File: src/rtl/quad_decoder.sv
// Quadrature decoder: synchronises and glitch-filters A/B phases, then decodes
// Gray-code transitions into step/dir pulses and counts illegal (double-bit) moves.

module quad_decoder_phase #(
    parameter int SYNC_STAGES = 2,
    parameter int FILTER_LEN  = 4
) (
    input  logic clk,
    input  logic reset,
    input  logic load,
    input  logic run,
    input  logic raw,
    output logic sync,
    output logic filt
);
    localparam int CW = $clog2(FILTER_LEN) + 1;
    localparam logic [CW-1:0] CNT_LAST = CW'(FILTER_LEN - 1);

    logic [SYNC_STAGES-1:0] sync_q;
    logic [CW-1:0]          cnt;

    assign sync = sync_q[SYNC_STAGES-1];

    always_ff @(posedge clk or negedge reset) begin
        if (!reset) begin
            sync_q <= '0;
            cnt    <= '0;
            filt   <= 1'b0;
        end else begin
            sync_q <= {sync_q[SYNC_STAGES-2:0], raw};
            if (load) begin
                filt <= sync;
                cnt  <= '0;
            end else if (run) begin
                // any cycle of agreement restarts the qualification window
                if (sync == filt) begin
                    cnt <= '0;
                end else if (cnt == CNT_LAST) begin
                    filt <= ~filt;
                    cnt  <= '0;
                end else begin
                    cnt <= cnt + CW'(1);
                end
            end
        end
    end
endmodule

module quad_decoder #(
    parameter int SYNC_STAGES = 2,
    parameter int FILTER_LEN  = 4,
    parameter int ERR_W       = 8
) (
    input  logic             clk,
    input  logic             reset,
    input  logic             en,
    input  logic             a_in,
    input  logic             b_in,
    input  logic             err_clr,
    output logic             step,
    output logic             dir,
    output logic             err,
    output logic [ERR_W-1:0] err_count
);
    typedef enum logic {INIT, RUN} state_t;

    localparam logic [2:0] INIT_LAST = 3'(SYNC_STAGES);

    state_t     state, state_nx;
    logic [2:0] init_cnt;
    logic       load, run;
    logic [1:0] raw, sync, filt, prev;
    logic       up, down, bad;

    assign raw = {a_in, b_in};
    assign run = (state == RUN);

    for (genvar i = 0; i < 2; i++) begin : g_phase
        quad_decoder_phase #(
            .SYNC_STAGES(SYNC_STAGES),
            .FILTER_LEN (FILTER_LEN)
        ) u_phase (
            .clk  (clk),
            .reset(reset),
            .load (load),
            .run  (run),
            .raw  (raw[i]),
            .sync (sync[i]),
            .filt (filt[i])
        );
    end

    always_ff @(posedge clk or negedge reset) begin
        if (!reset) begin
            state    <= INIT;
            init_cnt <= '0;
        end else begin
            state <= state_nx;
            if (state == INIT && init_cnt != INIT_LAST)
                init_cnt <= init_cnt + 3'd1;
        end
    end

    // INIT waits for the synchroniser to fill, then adopts its contents as-is
    always_comb begin
        state_nx = state;
        load     = 1'b0;
        case (state)
            INIT: if (init_cnt == INIT_LAST) begin
                load     = 1'b1;
                state_nx = RUN;
            end
            RUN: state_nx = RUN;
            default: state_nx = INIT;
        endcase
    end

    always_comb begin
        up   = 1'b0;
        down = 1'b0;
        bad  = ((prev ^ filt) == 2'b11);
        case ({prev, filt})
            4'b00_01, 4'b01_11, 4'b11_10, 4'b10_00: up   = 1'b1;
            4'b00_10, 4'b10_11, 4'b11_01, 4'b01_00: down = 1'b1;
            default: ;
        endcase
    end

    always_ff @(posedge clk or negedge reset) begin
        if (!reset) begin
            prev      <= 2'b00;
            step      <= 1'b0;
            err       <= 1'b0;
            dir       <= 1'b1;
            err_count <= '0;
        end else begin
            step <= 1'b0;
            err  <= 1'b0;
            if (load) begin
                prev <= sync;
            end else if (run) begin
                prev <= filt;
                if (en) begin
                    if (up || down) begin
                        step <= 1'b1;
                        dir  <= up;
                    end else if (bad) begin
                        err <= 1'b1;
                        if (err_count != {ERR_W{1'b1}})
                            err_count <= err_count + ERR_W'(1);
                    end
                end
            end
            // clear wins over a same-cycle increment
            if (err_clr)
                err_count <= '0;
        end
    end
endmodule
File: config.mk
export PLATFORM = sky130hd
export DESIGN_NAME = quad_decoder
export DESIGN_NICKNAME = d
export VERILOG_FILES = /design/src/rtl/quad_decoder.sv
export SDC_FILE = /design/constraint.sdc
export NUM_CORES = 1
export LEC_CHECK = 0
export ABC_AREA = 1
export CAP_MARGIN = 5
export CELL_PAD_IN_SITES_DETAIL_PLACEMENT = 1
export CELL_PAD_IN_SITES_GLOBAL_PLACEMENT = 1
export CORE_MARGIN = 5
export CORE_UTILIZATION = 41
export CTS_CLUSTER_SIZE = 14
export DETAILED_ROUTE_END_ITERATION = 16
export PLACE_DENSITY = 0.84
export SLEW_MARGIN = 20
export SYNTH_ARGS = -nofsm -noshare
export SYNTH_HDL_FRONTEND = slang
export SYNTH_SLANG_ARGS = --single-unit
File: constraint.sdc
create_clock -name clk -period 1.52 [get_ports clk]
set_input_delay 0.304 -clock clk [delete_from_list [all_inputs] [get_ports clk]]
set_output_delay 0.304 -clock clk [all_outputs]
set_load 0.03 [all_outputs]
==> impl_metrics.env, run 1 <==
export IMPL_finalNetCount=230
export IMPL_most_frequent_cell_after_synthesis="sky130_fd_sc_hd__nand2_1"
export IMPL_via_per_inst=5.11
export IMPL_drt_iter0_drc=46
export IMPL_timing_critical_path_buf_inv=1
export IMPL_criticalPathCategory="reg2out"
export IMPL_io_pins=17
export IMPL_post_drt_wl_per_cell_um=14.2
export IMPL_synth_ff_latch_count=29
export IMPL_vias=1369
export IMPL_crit_path_cell_trace="clkdlybuf4s15_1"
export IMPL_critPathLaunchType="flop"
export IMPL_critical_path_top_delay_family="flip-flops"
export IMPL_fin_area_um2=1900
export IMPL_synthTopCellsByCount="sky130_fd_sc_hd__nand2_1, sky130_fd_sc_hd__dfrtp_1, sky130_fd_sc_hd__nand3_1, sky130_fd_sc_hd__inv_1, sky130_fd_sc_hd__nor2_1"
export IMPL_cts_made_buffers=5
export IMPL_cts_hold_buf=0
export IMPL_dpl_cell_count=258
export IMPL_worst_ep_required_time_ns=1.22
export IMPL_timing_clock_skew_ns=0.00732
export IMPL_synth_warnings=0
export IMPL_number_of_enable_type_register_cells_in_the_synthesized_netlist=0
export IMPL_worst_ep_arrival_time_ns=1.16
export IMPL_worstSkewPairLatency_ns=0.29
export IMPL_cts_root_buffer_cell="sky130_fd_sc_hd__clkbuf_8"
export IMPL_synth_area_leaders="sky130_fd_sc_hd__dfrtp_1, sky130_fd_sc_hd__nand2_1, sky130_fd_sc_hd__nand3_1, sky130_fd_sc_hd__inv_1, sky130_fd_sc_hd__ha_1"
export IMPL_clock_tree_htree_level_count=2
export IMPL_synthDominantCellAreaShare=0.459
export IMPL_wl_met1_um=1660
export IMPL_floorplan_die_area_um2=5040
export IMPL_synth_ff_type="sky130_fd_sc_hd__dfrtp_1"
export IMPL_clock_path_buffers=2
export IMPL_hp_class="reg2reg"
export IMPL_grt_first_pass_wirelength_um=6640
export IMPL_gp_congestion=0.856
export IMPL_clkTransAtPathRegs_ns=0.05
export IMPL_worst_tran_pin_value_ns=0.482
export IMPL_finalHoldViolCount=0
export IMPL_grt_overflow_total=0
export IMPL_placedInstanceArea_um2=1800
export IMPL_crit_fanout=2
export IMPL_peakVddDrop_uv=584
export IMPL_share_of_post_route_cells_with_drive_strength_above_1=0.150
export IMPL_row_count=22
export IMPL_yosysTopAreaCell="sky130_fd_sc_hd__dfrtp_1"
export IMPL_maxCapViolations=0
export IMPL_syn_inst=189
export IMPL_die_width_um=71.0
export IMPL_synth_distinct_cells=23
export IMPL_timing_final_max_slew_violations=0
export IMPL_outcome="complete, no violations"
export IMPL_cts_sinks=29
export IMPL_finish_cell_count_without_fillers=268
export IMPL_via_count_of_the_first_global_routing_pass=1478
export IMPL_post_dp_hpwl_um=2880
export IMPL_detail_route_drc_violations=0
export IMPL_drt_total_wl_um=3820
export IMPL_min_period_over_period=0.962
export IMPL_met2_length_um=1930
export IMPL_final_setup_viol_count=0
export IMPL_rsz0062_at_grt="no"
export IMPL_worst_path_largest_cell_delay_ns=0.52
export IMPL_crit_path_top_delay_cell="sky130_fd_sc_hd__dfstp_2"
export IMPL_floorplan_core_area_um2=3630
export IMPL_tritoncts_clock_tree="yes"
export IMPL_number_of_antenna_violations_at_the_first_check_in_global_routing=0
export IMPL_post_synth_cell_area_avg_um2=8.08
export IMPL_final_core_util=0.523
export IMPL_synth_yosys_seq_area_share=0.476
export IMPL_initial_core_util=0.420
export IMPL_numPortBuffers=16
export IMPL_fin_crit_ns=1.46
export IMPL_num_antenna_cells=0
export IMPL_grt_start_max_net_pins=30
export IMPL_p_per_area_nw_per_um2=1360
export IMPL_timing_slew_headroom=0.678
export IMPL_flow_area_growth_from_synthesis_pct=24.6
export IMPL_globalRouteTotalUtil=0.168
export IMPL_syn_nets=200
export IMPL_critical_path_endpoint_type="output port"
export IMPL_maxUsedRoutingLayer="met4"
export IMPL_cell_area_after_synthesis_um2=1530
export IMPL_ant_nets=0
export IMPL_maximum_frequency_from_static_timing_analysis_mhz=684
export IMPL_die_height_um=71.0
export IMPL_synthArstFlopShare=1.00
export IMPL_drt_pre_antenna_iters=4
export IMPL_leakagePower_nw=1.02
export IMPL_routed_wl_met3_um=108
-- registers in the layout, summed over array words and instances (netlist names) --
register / cells
init_cnt: 3
err: 1
run: 1
g_phase.u_phase.filt: 2
g_phase.u_phase.cnt: 6
g_phase.u_phase.sync_q: 4
dir: 1
prev: 2
step: 1
err_count: 8
-- metal layers --
| layer | vias up | track usage |
|---|---|---|
| met1 | 672 | 0.198 |
| met5 | - | 0 |
| met3 | 12 | 0.0298 |
| met2 | 26 | 0.282 |
| li1 | 659 | - |
| met4 | 0 | 0.106 |
-- timing repair --
item | 4_1_cts | 5_1_grt
cloned | 0 | 0
buffers inserted | 0 | 2
resized for setup | 11 | 2
endpoints found under the setup margin | 11 | 7
-- worst reg2reg max path, stage by stage (launching register included) --
cell,delay [ns]
sky130_fd_sc_hd__dfrtp_1,0.41
sky130_fd_sc_hd__ha_1,0.22
sky130_fd_sc_hd__nand2_1,0.17
sky130_fd_sc_hd__nor3_2,0.09
sky130_fd_sc_hd__nor2_4,0.23
sky130_fd_sc_hd__nand3_1,0.12
sky130_fd_sc_hd__nand2_1,0.12
-- cell type report --
class                           instances  area, µm²
Sequential cell                        29        727
Timing Repair Buffer                   27        243
Multi-Input combinational cell        129        681
Inverter                               27        101
Clock buffer                            8       90.1
Tap cell                               48       60.1
Fill cell                             456       1730
-- metrics by stage --
stage	power (mW)	hold slack, ns	TNS (ns)	setup WS [ns]
2_1_floorplan	1.67	0.00841	0	0.0447
3_3_place_gp	1.88	0.332	0	0.0500
3_5_place_dp	1.98	0.338	-0.0370	-0.0156
4_1_cts	2.61	0.351	0	0.0156
5_1_grt	2.77	0.364	0	0.00179
6_report	2.59	0.348	0	0.0574
-- worst paths after layout --
| path | end | start | slack [ns] | cells past startpoint |
|---|---|---|---|---|
| worst max register to register | err_count[0]$_DFFE_PN0P_ | err_count[0]$_DFFE_PN0P_ | 0.09 | 6 |
| worst max-delay path | dir | dir$_DFFE_PN1P_ | 0.06 | 1 |
| max in group asynchronous | dir$_DFFE_PN1P_ | reset | 0.90 | 2 |
| worst min-delay path | g_phase[0].u_phase.sync_q[1]$_DFF_PN0_ | g_phase[0].u_phase.sync_q[0]$_DFF_PN0_ | 0.35 | 0 |
| min in group asynchronous | g_phase[1].u_phase.sync_q[0]$_DFF_PN0_ | reset | 0.37 | 2 |
| worst min register to register | g_phase[0].u_phase.sync_q[1]$_DFF_PN0_ | g_phase[0].u_phase.sync_q[0]$_DFF_PN0_ | 0.35 | 0 |
-- power breakdown --
part | leakage, nW | switching [mW] | total [mW] | internal, mW
clock network | 0.0455 | 0.281 | 0.649 | 0.368
registers | 0.368 | 0.136 | 1.06 | 0.919
logic | 0.611 | 0.582 | 0.890 | 0.308
-- logic make-up (layout without fill, tap and decap cells) --
| group | after synthesis | in the layout | share of synthesized area |
|---|---|---|---|
| AND/OR/NAND/NOR | 106 | 106 | 0.323 |
| AO/OA/AOI/OAI | 12 | 12 | 0.0443 |
| adder cells (fa/ha/maj) | 5 | 5 | 0.0410 |
| XOR/XNOR | 6 | 6 | 0.0344 |
| flip-flops | 29 | 29 | 0.476 |
| buffers and inverters | 31 | 62 | 0.0811 |
-- placed cells by master, fill, tap and decap left out, types with 3 or more instances in the layout --
| master | count |
|---|---|
| sky130_fd_sc_hd__inv_2 | 6 |
| sky130_fd_sc_hd__nor2_1 | 10 |
| sky130_fd_sc_hd__dlygate4sd2_1 | 10 |
| sky130_fd_sc_hd__nand3_1 | 25 |
| sky130_fd_sc_hd__clkbuf_8 | 6 |
| sky130_fd_sc_hd__nand4_1 | 4 |
| sky130_fd_sc_hd__ha_1 | 5 |
| sky130_fd_sc_hd__clkdlybuf4s50_1 | 5 |
| sky130_fd_sc_hd__nand3_2 | 3 |
| sky130_fd_sc_hd__buf_4 | 10 |
| sky130_fd_sc_hd__dfrtp_1 | 28 |
| sky130_fd_sc_hd__a21oi_1 | 4 |
| sky130_fd_sc_hd__xor2_1 | 5 |
| sky130_fd_sc_hd__o21ai_0 | 6 |
| sky130_fd_sc_hd__inv_1 | 21 |
| sky130_fd_sc_hd__nand2_1 | 57 |
No activity file was read; power rests on OpenSTA's default activity.
==> run 2: changes to the inputs <==
--- a/config.mk
+++ b/config.mk
@@ -9,7 +9,6 @@
 export CAP_MARGIN = 5
 export CELL_PAD_IN_SITES_DETAIL_PLACEMENT = 1
 export CELL_PAD_IN_SITES_GLOBAL_PLACEMENT = 1
-export CORE_MARGIN = 5
 export CORE_UTILIZATION = 41
 export CTS_CLUSTER_SIZE = 14
 export DETAILED_ROUTE_END_ITERATION = 16
==> impl_metrics.env, run 2 (synthesis results as in run 1) <==
export IMPL_clock_path_buffers=2
export IMPL_worst_path_largest_cell_delay_ns=0.53
export IMPL_post_drt_wl_per_cell_um=13.6
export IMPL_finalNetCount=229
export IMPL_critical_path_top_delay_family="flip-flops"
export IMPL_cts_sinks=29
export IMPL_min_period_over_period=0.964
export IMPL_top_regs="err_count x8, g_phase.u_phase.cnt x6, g_phase.u_phase.sync_q x4"
export IMPL_hp_class="reg2reg"
export IMPL_layout_cells_most_common_list="sky130_fd_sc_hd__nand2_1, sky130_fd_sc_hd__dfrtp_1, sky130_fd_sc_hd__nand3_1"
export IMPL_outcome="complete, no violations"
export IMPL_row_count=21
export IMPL_grt_start_max_net_pins=30
export IMPL_flow_area_growth_from_synthesis_pct=23.0
export IMPL_timing_critical_path_buf_inv=1
export IMPL_worst_r2r_cell_count=6
export IMPL_rsz0062_at_grt="no"
export IMPL_vias=1338
export IMPL_globalRouteTotalUtil=0.217
export IMPL_largest_register_ffs=8
export IMPL_via_per_inst=5.05
export IMPL_cts_hold_buf=0
export IMPL_regToRegSetupSlack_ns=0.12
export IMPL_fin_crit_ns=1.47
export IMPL_gp_congestion=0.813
export IMPL_peakVddDrop_uv=683
export IMPL_cts_root_buffer_cell="sky130_fd_sc_hd__clkbuf_8"
export IMPL_grt_overflow_total=0
export IMPL_clkTransAtPathRegs_ns=0.06
export IMPL_critical_path_endpoint="dir"
export IMPL_timing_slew_headroom=0.787
export IMPL_drt_iter0_drc=34
export IMPL_maxCapViolations=0
export IMPL_tritoncts_clock_tree="yes"
export IMPL_ant_nets=0
export IMPL_numPortBuffers=16
export IMPL_timing_final_max_slew_violations=0
export IMPL_grt_first_pass_wirelength_um=6600
export IMPL_drt_total_wl_um=3590
export IMPL_criticalPathCategory="reg2out"
export IMPL_post_cts_setup_inserts=0
export IMPL_critical_path_reg2reg_startpoint="err_count[1]$_DFFE_PN0P_"
export IMPL_critPathLaunchType="flop"
export IMPL_num_antenna_cells=0
export IMPL_worstSkewPairLatency_ns=0.28
export IMPL_final_setup_viol_count=0
export IMPL_crit_cells=1
export IMPL_crit_path_cell_trace="clkdlybuf4s15_1"
export IMPL_share_of_post_route_cells_with_drive_strength_above_1=0.142
export IMPL_cts_made_buffers=5
export IMPL_crit_path_top_delay_cell="sky130_fd_sc_hd__dfstp_2"
export IMPL_finalHoldViolCount=0
export IMPL_worst_ep_arrival_time_ns=1.16
export IMPL_post_dp_hpwl_um=2640
export IMPL_die_height_um=63.0
export IMPL_leakagePower_nw=0.997
export IMPL_floorplan_die_area_um2=3970
export IMPL_via_count_of_the_first_global_routing_pass=1516
export IMPL_floorplan_core_area_um2=3440
export IMPL_die_width_um=63.0
export IMPL_maximum_frequency_from_static_timing_analysis_mhz=682
export IMPL_crit_fanout=2
export IMPL_mostFrequentLayoutCell="sky130_fd_sc_hd__nand2_1"
export IMPL_p_per_area_nw_per_um2=1350
export IMPL_reg_to_reg_end="err_count[6]$_DFFE_PN0P_"
export IMPL_drt_pre_antenna_iters=4
export IMPL_detail_route_drc_violations=0
export IMPL_critical_path_endpoint_type="output port"
export IMPL_io_pins=17
export IMPL_critical_path_source="dir$_DFFE_PN1P_"
export IMPL_accumulated_negative_setup_slack_ns=0
export IMPL_timing_clock_skew_ns=0.00562
export IMPL_worst_ep_required_time_ns=1.22
export IMPL_clock_tree_htree_level_count=2
export IMPL_number_of_antenna_violations_at_the_first_check_in_global_routing=0
export IMPL_min_hold_slack_ns=0.359
export IMPL_worst_tran_pin_value_ns=0.320
export IMPL_initial_core_util=0.443
export IMPL_largest_register="err_count"
## run 2: layer usage
layer,wire [µm],global-route usage,part of all wire,vias to the layer above
met2,1830,0.370,0.51,23
met3,125,0.0730,0.035,9
li1,-,-,-,656
met1,1560,0.243,0.43,650
met4,78,0.0988,0.022,0
met5,0,0,0,-
## run 2: area by class of cell
type | instances | area [µm²]
fill | 438 | 1570
timing repair buffer | 26 | 235
sequential | 29 | 727
clock buffer | 8 | 80.1
inverter | 27 | 101
tap | 46 | 57.6
multi-input combinational | 129 | 676
## run 2: repair_timing
action                     CTS  global route
resized for setup           11             1
setup endpoints to repair   11             1
cloned                       0             0
## run 2: worst min-delay path by stage
| stage | from | end | depth (start not counted) |
|---|---|---|---|
| final | g_phase[1].u_phase.sync_q[0]$_DFF_PN0_ | g_phase[1].u_phase.sync_q[1]$_DFF_PN0_ | 0 |
| after global routing | g_phase[1].u_phase.sync_q[0]$_DFF_PN0_ | g_phase[1].u_phase.sync_q[1]$_DFF_PN0_ | 0 |
| after CTS | g_phase[1].u_phase.sync_q[0]$_DFF_PN0_ | g_phase[1].u_phase.sync_q[1]$_DFF_PN0_ | 0 |
| after detailed placement | g_phase[1].u_phase.sync_q[0]$_DFF_PN0_ | g_phase[1].u_phase.sync_q[1]$_DFF_PN0_ | 0 |
| after global placement | g_phase[0].u_phase.sync_q[0]$_DFF_PN0_ | g_phase[0].u_phase.sync_q[1]$_DFF_PN0_ | 0 |
| after floorplan | reset | err$_DFF_PN0_ | 0 |
## run 2: stage by stage
stage          setup slack [ns]  instance area, µm²  utilization  total power [mW]  instances
4_1_cts                  0.0146                1880        0.545              2.56        265
2_1_floorplan            0.0447                1530            -              1.67        189
6_report                 0.0546                1880        0.545              2.53        265
5_1_grt              0.00000222                1880        0.545              2.72        265
3_5_place_dp           0.000822                1810        0.526              1.97        257
3_3_place_gp             0.0538                1810        0.526              1.88        257
## run 2: report_power, final
part           total, mW  switching (mW)  internal [mW]
logic              0.876           0.567          0.309
registers           1.05           0.127          0.919
clock network      0.605           0.280          0.324
total               2.53           0.975           1.55
==> run 3: changes to the inputs <==
--- a/config.mk
+++ b/config.mk
@@ -5,14 +5,13 @@
 export SDC_FILE = /design/constraint.sdc
 export NUM_CORES = 1
 export LEC_CHECK = 0
-export ABC_AREA = 1
 export CAP_MARGIN = 5
 export CELL_PAD_IN_SITES_DETAIL_PLACEMENT = 1
 export CELL_PAD_IN_SITES_GLOBAL_PLACEMENT = 1
-export CORE_UTILIZATION = 41
+export CORE_UTILIZATION = 42
 export CTS_CLUSTER_SIZE = 14
 export DETAILED_ROUTE_END_ITERATION = 16
-export PLACE_DENSITY = 0.84
+export PLACE_DENSITY = 0.83
 export SLEW_MARGIN = 20
 export SYNTH_ARGS = -nofsm -noshare
 export SYNTH_HDL_FRONTEND = slang
==> impl_metrics.env, run 3 <==
export IMPL_outcome="finished, violations left"
export IMPL_violated_checks="setup timing"
export IMPL_floorplan_core_area_um2=3050
export IMPL_critical_path_endpoint_type="flop"
export IMPL_largest_register_ffs=8
export IMPL_hp_class="in2async"
export IMPL_synthArstFlopShare=1.00
export IMPL_worst_ep_required_time_ns=1.77
export IMPL_timing_final_max_slew_violations=0
export IMPL_post_dp_hpwl_um=2630
export IMPL_min_period_over_period=1.11
export IMPL_grt_start_max_net_pins=23
export IMPL_synth_ff_latch_count=29
export IMPL_worst_tran_pin_value_ns=0.467
export IMPL_flow_area_growth_from_synthesis_pct=36.4
export IMPL_maxCapViolations=0
export IMPL_yosys_area_share_xor_xnor=0.0583
export IMPL_drt_total_wl_um=3890
export IMPL_mostFrequentLayoutCell="sky130_fd_sc_hd__dfrtp_1"
export IMPL_critPathLaunchType="flop"
export IMPL_criticalPathCategory="reg2reg"
export IMPL_num_antenna_cells=0
export IMPL_fillers=343
export IMPL_globalRouteTotalUtil=0.245
export IMPL_synth_distinct_cells=30
export IMPL_final_seq_area_um2=731
export IMPL_cts_made_buffers=5
export IMPL_synth_fa_ha_area_frac=0.0463
export IMPL_rsz0062_at_grt="yes"
export IMPL_ant_nets=0
export IMPL_finalNetCount=177
export IMPL_tritoncts_clock_tree="yes"
export IMPL_cell_area_after_synthesis_um2=1350
export IMPL_drt_pre_antenna_iters=4
export IMPL_number_of_antenna_violations_at_the_first_check_in_global_routing=0
export IMPL_yosys_area_share_simple=0.120
export IMPL_drt_iter0_drc=50
export IMPL_share_of_post_route_cells_with_drive_strength_above_1=0.343
export IMPL_post_synth_cell_area_avg_um2=10.6
export IMPL_post_drt_wl_per_cell_um=18.5
export IMPL_die_width_um=58.8
export IMPL_synthDominantCellAreaShare=0.518
export IMPL_p_per_area_nw_per_um2=1440
export IMPL_cts_hold_buf=0
export IMPL_setup_ws_ns=-0.165
export IMPL_synth_mux_area_frac=0.0315
export IMPL_combinational_family_with_the_most_area_after_synthesis="compound AO/OA/AOI/OAI gates"
export IMPL_numPortBuffers=16
export IMPL_synth_compound_area_share=0.154
export IMPL_via_count_of_the_first_global_routing_pass=1228
export IMPL_synth_ff_type="sky130_fd_sc_hd__dfrtp_1"
export IMPL_synth_area_leaders="sky130_fd_sc_hd__dfrtp_1, sky130_fd_sc_hd__xnor2_1, sky130_fd_sc_hd__o21ai_0, sky130_fd_sc_hd__ha_1, sky130_fd_sc_hd__a21oi_1"
export IMPL_die_height_um=58.8
export IMPL_syn_inst=128
export IMPL_dp_worst_setup_slack_ns=-0.639
export IMPL_gp_congestion=0.856
export IMPL_peakVddDrop_uv=775
export IMPL_finalHoldViolCount=0
export IMPL_timing_clock_skew_ns=0.00940
export IMPL_accumulated_negative_setup_slack_ns=-0.962
export IMPL_cts_sinks=29
export IMPL_floorplan_die_area_um2=3450
export IMPL_row_count=20
export IMPL_worst_ep_arrival_time_ns=1.94
export IMPL_clock_path_buffers=2
export IMPL_grt_first_pass_wirelength_um=5950
export IMPL_grt_overflow_total=0
export IMPL_multi_input_area_um2=641
export IMPL_syn_nets=139
export IMPL_number_of_enable_type_register_cells_in_the_synthesized_netlist=0
export IMPL_maximum_frequency_from_static_timing_analysis_mhz=593
export IMPL_io_pins=17
export IMPL_synth_yosys_seq_area_share=0.537
export IMPL_via_per_inst=5.39
export IMPL_synth_warnings=0
export IMPL_timing_slew_headroom=0.687
export IMPL_leakagePower_nw=0.803
export IMPL_finish_cell_count_without_fillers=210
export IMPL_largest_register="err_count"
export IMPL_clock_tree_htree_level_count=2
export IMPL_vias=1131
export IMPL_cts_root_buffer_cell="sky130_fd_sc_hd__clkbuf_4"
export IMPL_final_setup_viol_count=8
export IMPL_yosysTopAreaCell="sky130_fd_sc_hd__dfrtp_1"
export IMPL_layout_cells_most_common_list="sky130_fd_sc_hd__dfrtp_1, sky130_fd_sc_hd__buf_4, sky130_fd_sc_hd__xnor2_1, sky130_fd_sc_hd__o21ai_0, sky130_fd_sc_hd__nand2_1"
export IMPL_clkTransAtPathRegs_ns=0.09
export IMPL_top_regs="err_count x8, g_phase.u_phase.cnt x6, g_phase.u_phase.sync_q x4"
export IMPL_crit_fanout=6
export IMPL_synthTopCellsByCount="sky130_fd_sc_hd__dfrtp_1, sky130_fd_sc_hd__o21ai_0, sky130_fd_sc_hd__nand2_1, sky130_fd_sc_hd__inv_1, sky130_fd_sc_hd__xnor2_1"
export IMPL_worstSkewPairLatency_ns=0.33
export IMPL_dpl_cell_count=199
export IMPL_detail_route_drc_violations=0
export IMPL_initial_core_util=0.443
export IMPL_most_frequent_cell_after_synthesis="sky130_fd_sc_hd__dfrtp_1"
export IMPL_final_core_util=0.605
export IMPL_fin_crit_ns=1.69
## run 3: cell types whose count changed after synthesis, moves of 4 or more
cell,before,now
sky130_fd_sc_hd__xnor2_1,1,9
sky130_fd_sc_hd__or3_1,0,5
sky130_fd_sc_hd__nand2_1,57,10
sky130_fd_sc_hd__o21a_1,0,4
sky130_fd_sc_hd__nand3_1,25,1
sky130_fd_sc_hd__inv_1,21,9
sky130_fd_sc_hd__xor2_1,5,0
sky130_fd_sc_hd__nor2_1,10,5
sky130_fd_sc_hd__inv_2,6,0
sky130_fd_sc_hd__a21oi_1,4,8
sky130_fd_sc_hd__o21ai_0,6,14
## run 3: final timing paths
path | depth (start not counted) | from | to | slack, ns
min | 1 | reset | g_phase[1].u_phase.cnt[0]$_DFFE_PN0P_ | 0.28
max in group asynchronous | 2 | reset | g_phase[1].u_phase.filt$_DFFE_PN0P_ | 0.75
max reg2reg | 4 | prev[1]$_DFFE_PN0P_ | err_count[4]$_DFFE_PN0P_ | -0.17
min reg2reg | 0 | g_phase[0].u_phase.sync_q[0]$_DFF_PN0_ | g_phase[0].u_phase.sync_q[1]$_DFF_PN0_ | 0.37
max | 4 | prev[1]$_DFFE_PN0P_ | err_count[4]$_DFFE_PN0P_ | -0.17
min in group clk | 3 | en | step$_DFF_PN0_ | 0.30
## run 3: kinds of logic after synthesis
logic type                 Yosys count
and+or+nand+nor                     31
buffers and inverters               16
adders and majority gates            5
muxes                                4
xor gates and xnor gates             9
DFF                                 29
AOI/OAI and AO/OA                   34
## run 3: area by class of cell
class,instances,share of cell area
sequential,29,0.396
multi-input combinational,83,0.347
timing repair buffer,38,0.179
clock buffer,7,0.0298
tap,44,0.0298
inverter,9,0.0183
## run 3: worst max-delay path, stage by stage, from the launching register on
cell and delay, ns:
sky130_fd_sc_hd__dfrtp_1 0.41, sky130_fd_sc_hd__xnor2_1 0.14, sky130_fd_sc_hd__or3_4 0.42, sky130_fd_sc_hd__or4_4 0.50
sky130_fd_sc_hd__a21oi_2 0.14
## run 3: routing by layer
layer / vias to the layer above / GRT usage / part of all wire
li1: 519 / - / -
met1: 569 / 0.285 / 0.42
met2: 26 / 0.406 / 0.51
met3: 17 / 0.0549 / 0.028
met4: 0 / 0.156 / 0.042
met5: - / 0 / 0
## run 3: timing repair
action / 4_1_cts / 5_1_grt
buffers inserted: 2 / 2
hold endpoints to repair: 0 / 0
setup endpoints to repair: 22 / 17
gates resized for setup: 29 / 21
pin swaps: 2 / 3
## run 3: report_power, final
part	switching (mW)	leakage [nW]	total, mW	internal [mW]
clock network	0.269	0.0314	0.487	0.218
registers	0.0995	0.362	1.03	0.932
logic	0.603	0.410	1.14	0.537
total	0.971	0.803	2.66	1.69
## run 3: stage by stage
stage / power (mW) / cell area (µm²) / hold slack (ns)
6_report: 2.66 / 1850 / 0.283
5_1_grt: 2.81 / 1850 / 0.298
4_1_cts: 2.59 / 1780 / 0.302
3_5_place_dp: 2.07 / 1690 / 0.352
3_3_place_gp: 1.97 / 1690 / 0.333
2_1_floorplan: 1.69 / 1360 / 0.00841
